<file path="src/rtl/fmul_issue_arb.sv">
// fmul_issue_arb
// Issue arbiter and pipeline controller for the shared pipelined
// single-precision multiplier. Two requesters are granted round-robin.
// The winning operand pair is steered into the multiplier's first rank.
// A valid/ID bit travels alongside each register rank. Completed products
// leave on one result channel that supports backpressure.
//
// Handshake semantics (all channels): a transfer happens on a rising clock
// edge where valid and ready are both high. A producer holding valid keeps
// its payload stable until that edge. req*_ready is a combinational function
// of req*_valid, res_ready, flush and internal state, and never feeds back
// into any input. On the result side, res_valid/res_id/res_z depend only on
// registered state and on mul_z. Both stay stable while res_ready is low,
// because the whole pipeline is then frozen.
module fmul_issue_arb #(
    parameter int STAGES = 3
) (
    input  logic        clk,
    input  logic        clrn,

    input  logic        req0_valid,
    input  logic [31:0] req0_a,
    input  logic [31:0] req0_b,
    input  logic [1:0]  req0_rm,
    output logic        req0_ready,

    input  logic        req1_valid,
    input  logic [31:0] req1_a,
    input  logic [31:0] req1_b,
    input  logic [1:0]  req1_rm,
    output logic        req1_ready,

    output logic [31:0] mul_a,
    output logic [31:0] mul_b,
    output logic [1:0]  mul_rm,
    output logic        mul_e,
    input  logic [31:0] mul_z,

    input  logic        flush,

    output logic        res_valid,
    output logic        res_id,
    output logic [31:0] res_z,
    input  logic        res_ready,

    output logic        busy
);

    // Bit k tracks multiplier rank k+1. The top bit is the rank that drives mul_z.
    logic [STAGES-1:0] v_q;
    logic [STAGES-1:0] id_q;
    // Round-robin pointer: the requester that wins when both are asking.
    logic              rr_q;

    logic              advance;
    logic              grant0;
    logic              grant1;
    logic              any_grant;

    // The pipeline moves whenever the output rank is empty or is being drained.
    // A bubble in the last rank therefore never stalls upstream work.
    assign mul_e   = ~v_q[STAGES-1] | res_ready;
    assign advance = mul_e & ~flush;

    // Grant at most one requester. A lone requester always wins; a tie goes to rr_q.
    always_comb begin
        grant0 = 1'b0;
        grant1 = 1'b0;
        if (advance) begin
            if (req0_valid && req1_valid) begin
                grant0 = ~rr_q;
                grant1 = rr_q;
            end else begin
                grant0 = req0_valid;
                grant1 = req1_valid;
            end
        end
    end

    assign any_grant  = grant0 | grant1;
    assign req0_ready = grant0;
    assign req1_ready = grant1;

    // Steer the granted pair into the multiplier. The operands are zero when idle,
    // so the datapath does not toggle on stale requester values.
    always_comb begin
        mul_a  = '0;
        mul_b  = '0;
        mul_rm = '0;
        if (grant0) begin
            mul_a  = req0_a;
            mul_b  = req0_b;
            mul_rm = req0_rm;
        end else if (grant1) begin
            mul_a  = req1_a;
            mul_b  = req1_b;
            mul_rm = req1_rm;
        end
    end

    // Shift valid/ID tags in lockstep with the multiplier ranks. Flush clears
    // every valid tag but leaves the priority pointer alone.
    always_ff @(posedge clk or negedge clrn) begin
        if (!clrn) begin
            v_q  <= '0;
            id_q <= '0;
        end else if (flush) begin
            v_q  <= '0;
        end else if (mul_e) begin
            v_q[0]  <= any_grant;
            id_q[0] <= grant1;
            for (int k = 1; k < STAGES; k++) begin
                v_q[k]  <= v_q[k-1];
                id_q[k] <= id_q[k-1];
            end
        end
    end

    // Hand priority to the other requester after each grant.
    always_ff @(posedge clk or negedge clrn) begin
        if (!clrn) begin
            rr_q <= 1'b0;
        end else if (any_grant) begin
            rr_q <= ~grant1;
        end
    end

    assign res_valid = v_q[STAGES-1];
    assign res_id    = id_q[STAGES-1];
    assign res_z     = mul_z;
    assign busy      = |v_q;

endmodule

</file>
<file path="config.mk">
export PLATFORM = sky130hd
export DESIGN_NAME = fmul_issue_arb
export DESIGN_NICKNAME = d
export VERILOG_FILES = /design/src/rtl/fmul_issue_arb.sv
export SDC_FILE = /design/constraint.sdc
export NUM_CORES = 1
export LEC_CHECK = 0
export BUFFER_PORTS_ARGS = -buffer_cell sky130_fd_sc_hd__buf_2
export CORE_AREA = 4 4 104 106
export CTS_CLUSTER_SIZE = 12
export DETAILED_ROUTE_END_ITERATION = 10
export DIE_AREA = 0 0 108 110
export RECOVER_POWER = 50
export SYNTH_ARGS = -nofsm -noshare
export SYNTH_HDL_FRONTEND = slang
export SYNTH_SLANG_ARGS = --single-unit
</file>
<file path="constraint.sdc">
create_clock -name clk -period 1.39 [get_ports clk]
set_input_delay 0.139 -clock clk [delete_from_list [all_inputs] [get_ports clk]]
set_output_delay 0.139 -clock clk [all_outputs]
set_load 0.01 [all_outputs]
</file>
==> results.py <==
metrics = {
    "flow_run": {
        "drv_cap": 0,
    },
    "die": {
        "coreArea_um2": 9770,
        "rows": 36,
        "start_util_pct": 12.8,
        "ioPinCount": 274,
        "dieHeight_um": 110,
        "dieArea_um2": 11900,
        "die_x_um": 108,
    },
    "power_and_ir_drop": {
        "power_frac_clock_pct": 20.0,
        "peakVddDrop_v": 0.000399,
        "power_leakage_nw": 1.47,
        "p_switching_mw": 0.499,
        "p_comb_share_pct": 62.6,
        "powerDensity_nw_per_um2": 570,
        "p_seq_share_pct": 17.4,
        "sw_frac_of_total_pct": 35.1,
        "internal_power_mw": 0.925,
        "power.total_mw": 1.42,
    },
    "clock_network": {
        "htree_levels": 1,
        "root_buffer": "clkbuf_8",
        "clock-sinks": 7,
        "cts_tree": "yes",
        "cts_buffers": 3,
        "clock_latency_ns": 0.23,
        "path_clk_slew_ns": 0.04,
        "cts_buffer_depth": 2,
    },
    "setup_path": {
        "start_kind": "flip-flop",
        "critPathTopFamily": "buffers and inverters",
        "cp_max_fo": 18,
        "worstPathRequired_ns": 1.25,
        "max_stage_delay_ns": 0.37,
        "worstPathCellList": "and2b_4 -> a2111oi_4 -> buf_6 -> buf_12 -> a22o_1 -> buf_2",
        "cp-end-kind": "primary output",
        "cp.arrival_ns": 1.71,
        "cpMaxStageDelayCell": "dfrtp_1",
        "path_buf_inv": 3,
        "crit_type": "flip-flop to primary output",
    },
    "final_layout": {
        "n_antenna_cell": 0,
        "synthToLayoutAreaGrowth_pct": 99.8,
        "final_nets": 501,
        "design_area_um2": 2500,
        "layout-drive-gt1-share_pct": 72.7,
        "final_cell_mix": "buf_2, a22o_1, buf_4, dfrtp_1",
        "final_util_pct": 25.6,
        "mostFrequentLayoutCell": "buf_2",
    },
    "route": {
        "via_count": 1934,
        "wl_per_cell_um": 15.6,
        "met2_length_mm": 3.78,
        "wl_mm": 7.21,
        "routed-wl-met3_um": 736,
        "met1_length_mm": 2.67,
        "routed.top_layer": "met4",
        "drc": 0,
        "dr.pass1.iters": 4,
        "vias_per_cell": 4.18,
        "drt_iter0_markers": 85,
        "ant_nets": 0,
    },
    "sta": {
        "worst_slew_pin_slew_ns": 0.345,
        "hold_viol_final": 0,
        "relSlewSlack_pct": 77.0,
        "maxSlewViolCount": 0,
        "grt_setup_unrepaired": "yes",
        "max_freq_mhz": 540,
        "setup_slack_ns": -0.461,
        "skew_ns": 0.00239,
        "holdWs_ns": 0.192,
        "period_share_pct": 133,
        "setup_viol": 68,
        "fin_crit_ns": 1.85,
    },
    "min_path": {
        "hold_path.class": "input port to flip-flop",
    },
    "status": {
        "status": "finished, violations left",
        "violations": "setup timing",
    },
    "placed_design": {
        "place_area_um2": 2240,
        "gp_congestion": 0.713,
        "dp_hpwl_mm": 5.51,
        "io_buffers": 209,
    },
    "yosys": {
        "ys_seq_elements": 7,
        "synth_cells": 142,
        "netlist_area_um2": 1250,
        "postSynthAreaPerCell_um2": 8.81,
        "yosys.cell_types.count": 20,
        "seq_area_frac_synth_pct": 14.0,
        "ys_warn_count": 0,
        "syn-num-nets": 312,
    },
    "global_routing": {
        "antenna_found_initial": 0,
        "grt_pass1_vias": 1734,
        "grt_overflow": 0,
        "grt.total_usage_pct": 9.31,
        "grt_pass1_wl_mm": 8.66,
        "grt_max_degree": 25,
    },
}
power groups by stage:
stage               sequential, mW  clock (mW)  combinational, mW
finish                       0.248       0.284              0.892
global route                 0.252       0.308              0.969
CTS                          0.249       0.293              0.867
detailed placement           0.251           0              0.792
global placement             0.250           0              0.777
floorplan                    0.252           0              0.470
metrics by stage:
| step | setup WS [ns] | std cells | setup TNS (ns) |
|---|---|---|---|
| after floorplan | -0.123 | 142 | -5.83 |
| after global placement | -0.201 | 449 | -8.83 |
| after detailed placement | -0.224 | 449 | -10.09 |
| after CTS | -0.448 | 459 | -26.89 |
| after global routing | -0.549 | 463 | -33.42 |
| final | -0.461 | 463 | -27.25 |
routing by layer:
| metal | vias to the layer above | track usage [%] |
|---|---|---|
| met5 | - | 0 |
| met4 | 0 | 1.26 |
| met3 | 4 | 2.45 |
| met2 | 142 | 17.7 |
| met1 | 886 | 10.7 |
| li1 | 902 | - |
layout make-up:
cell class	count	area [um^2]
clock buffer	4	45.0
fill	1080	7270
inverter	3	13.8
multi-input combinational	85	716
sequential	7	175
tap	133	166
timing repair buffer	231	1380
cell families (layout without fill, tap and decap cells):
group	count (synthesis)	count (layout)	share of synthesized area (%)
DFF	7	7	14.0
buffers and inverters	50	238	28.9
AOI/OAI and AO/OA	71	71	50.6
and+or+nand+nor	12	12	4.70
muxes	2	2	1.80
worst paths after layout:
kind / start / to / slack, ns / depth (start not counted)
min in group asynchronous: clrn / id_q[0]$_DFFE_PN0P_ / 0.27 / 2
hold / removal: flush / v_q[2]$_DFFE_PN0P_ / 0.19 / 2
hold reg to reg: id_q[1]$_DFFE_PN0P_ / id_q[1]$_DFFE_PN0P_ / 0.50 / 1
max in group asynchronous: clrn / v_q[1]$_DFFE_PN0P_ / 0.97 / 2
setup reg to reg: v_q[2]$_DFFE_PN0P_ / id_q[2]$_DFFE_PN0P_ / 0.07 / 4
setup / recovery: v_q[2]$_DFFE_PN0P_ / mul_rm[1] / -0.46 / 6
state kept, by name, summed over array words and instances (netlist names):
name  cells
rr_q      1
v_q       3
id_q      3
synth_stat cells:
library cell	number	area [um^2]
a2111oi_4	1	27.5
a21oi_1	1	5.00
a22o_1	66	578
a31oi_1	1	6.26
and2b_4	1	10.0
buf_2	7	35.0
buf_4	34	255
buf_6	5	56.3
clkbuf_1	1	3.75
dfrtp_1	7	175
inv_1	1	3.75
inv_2	2	7.51
mux2_2	2	22.5
nand2_1	2	7.51
nand2b_1	1	6.26
nor2_1	5	18.8
nor3_1	2	10.0
o2111a_1	1	11.3
o21ai_0	1	5.00
or3_1	1	6.26
worst register-to-register path, stage by stage, from the launching register on:
cell     delay, ns
dfrtp_1       0.37
and2b_4       0.19
buf_4         0.15
nor2_1        0.15
mux2_2        0.35
timing repair:
action,4_1_cts,5_1_grt
setup endpoints to repair,68,70
hold buffers,1,0
endpoints found under the hold margin,7,0
pin swaps,1,12
setup buffers,2,3
resized for setup,6,9
gates cloned,3,2
Power figures use the tool's default switching activity.
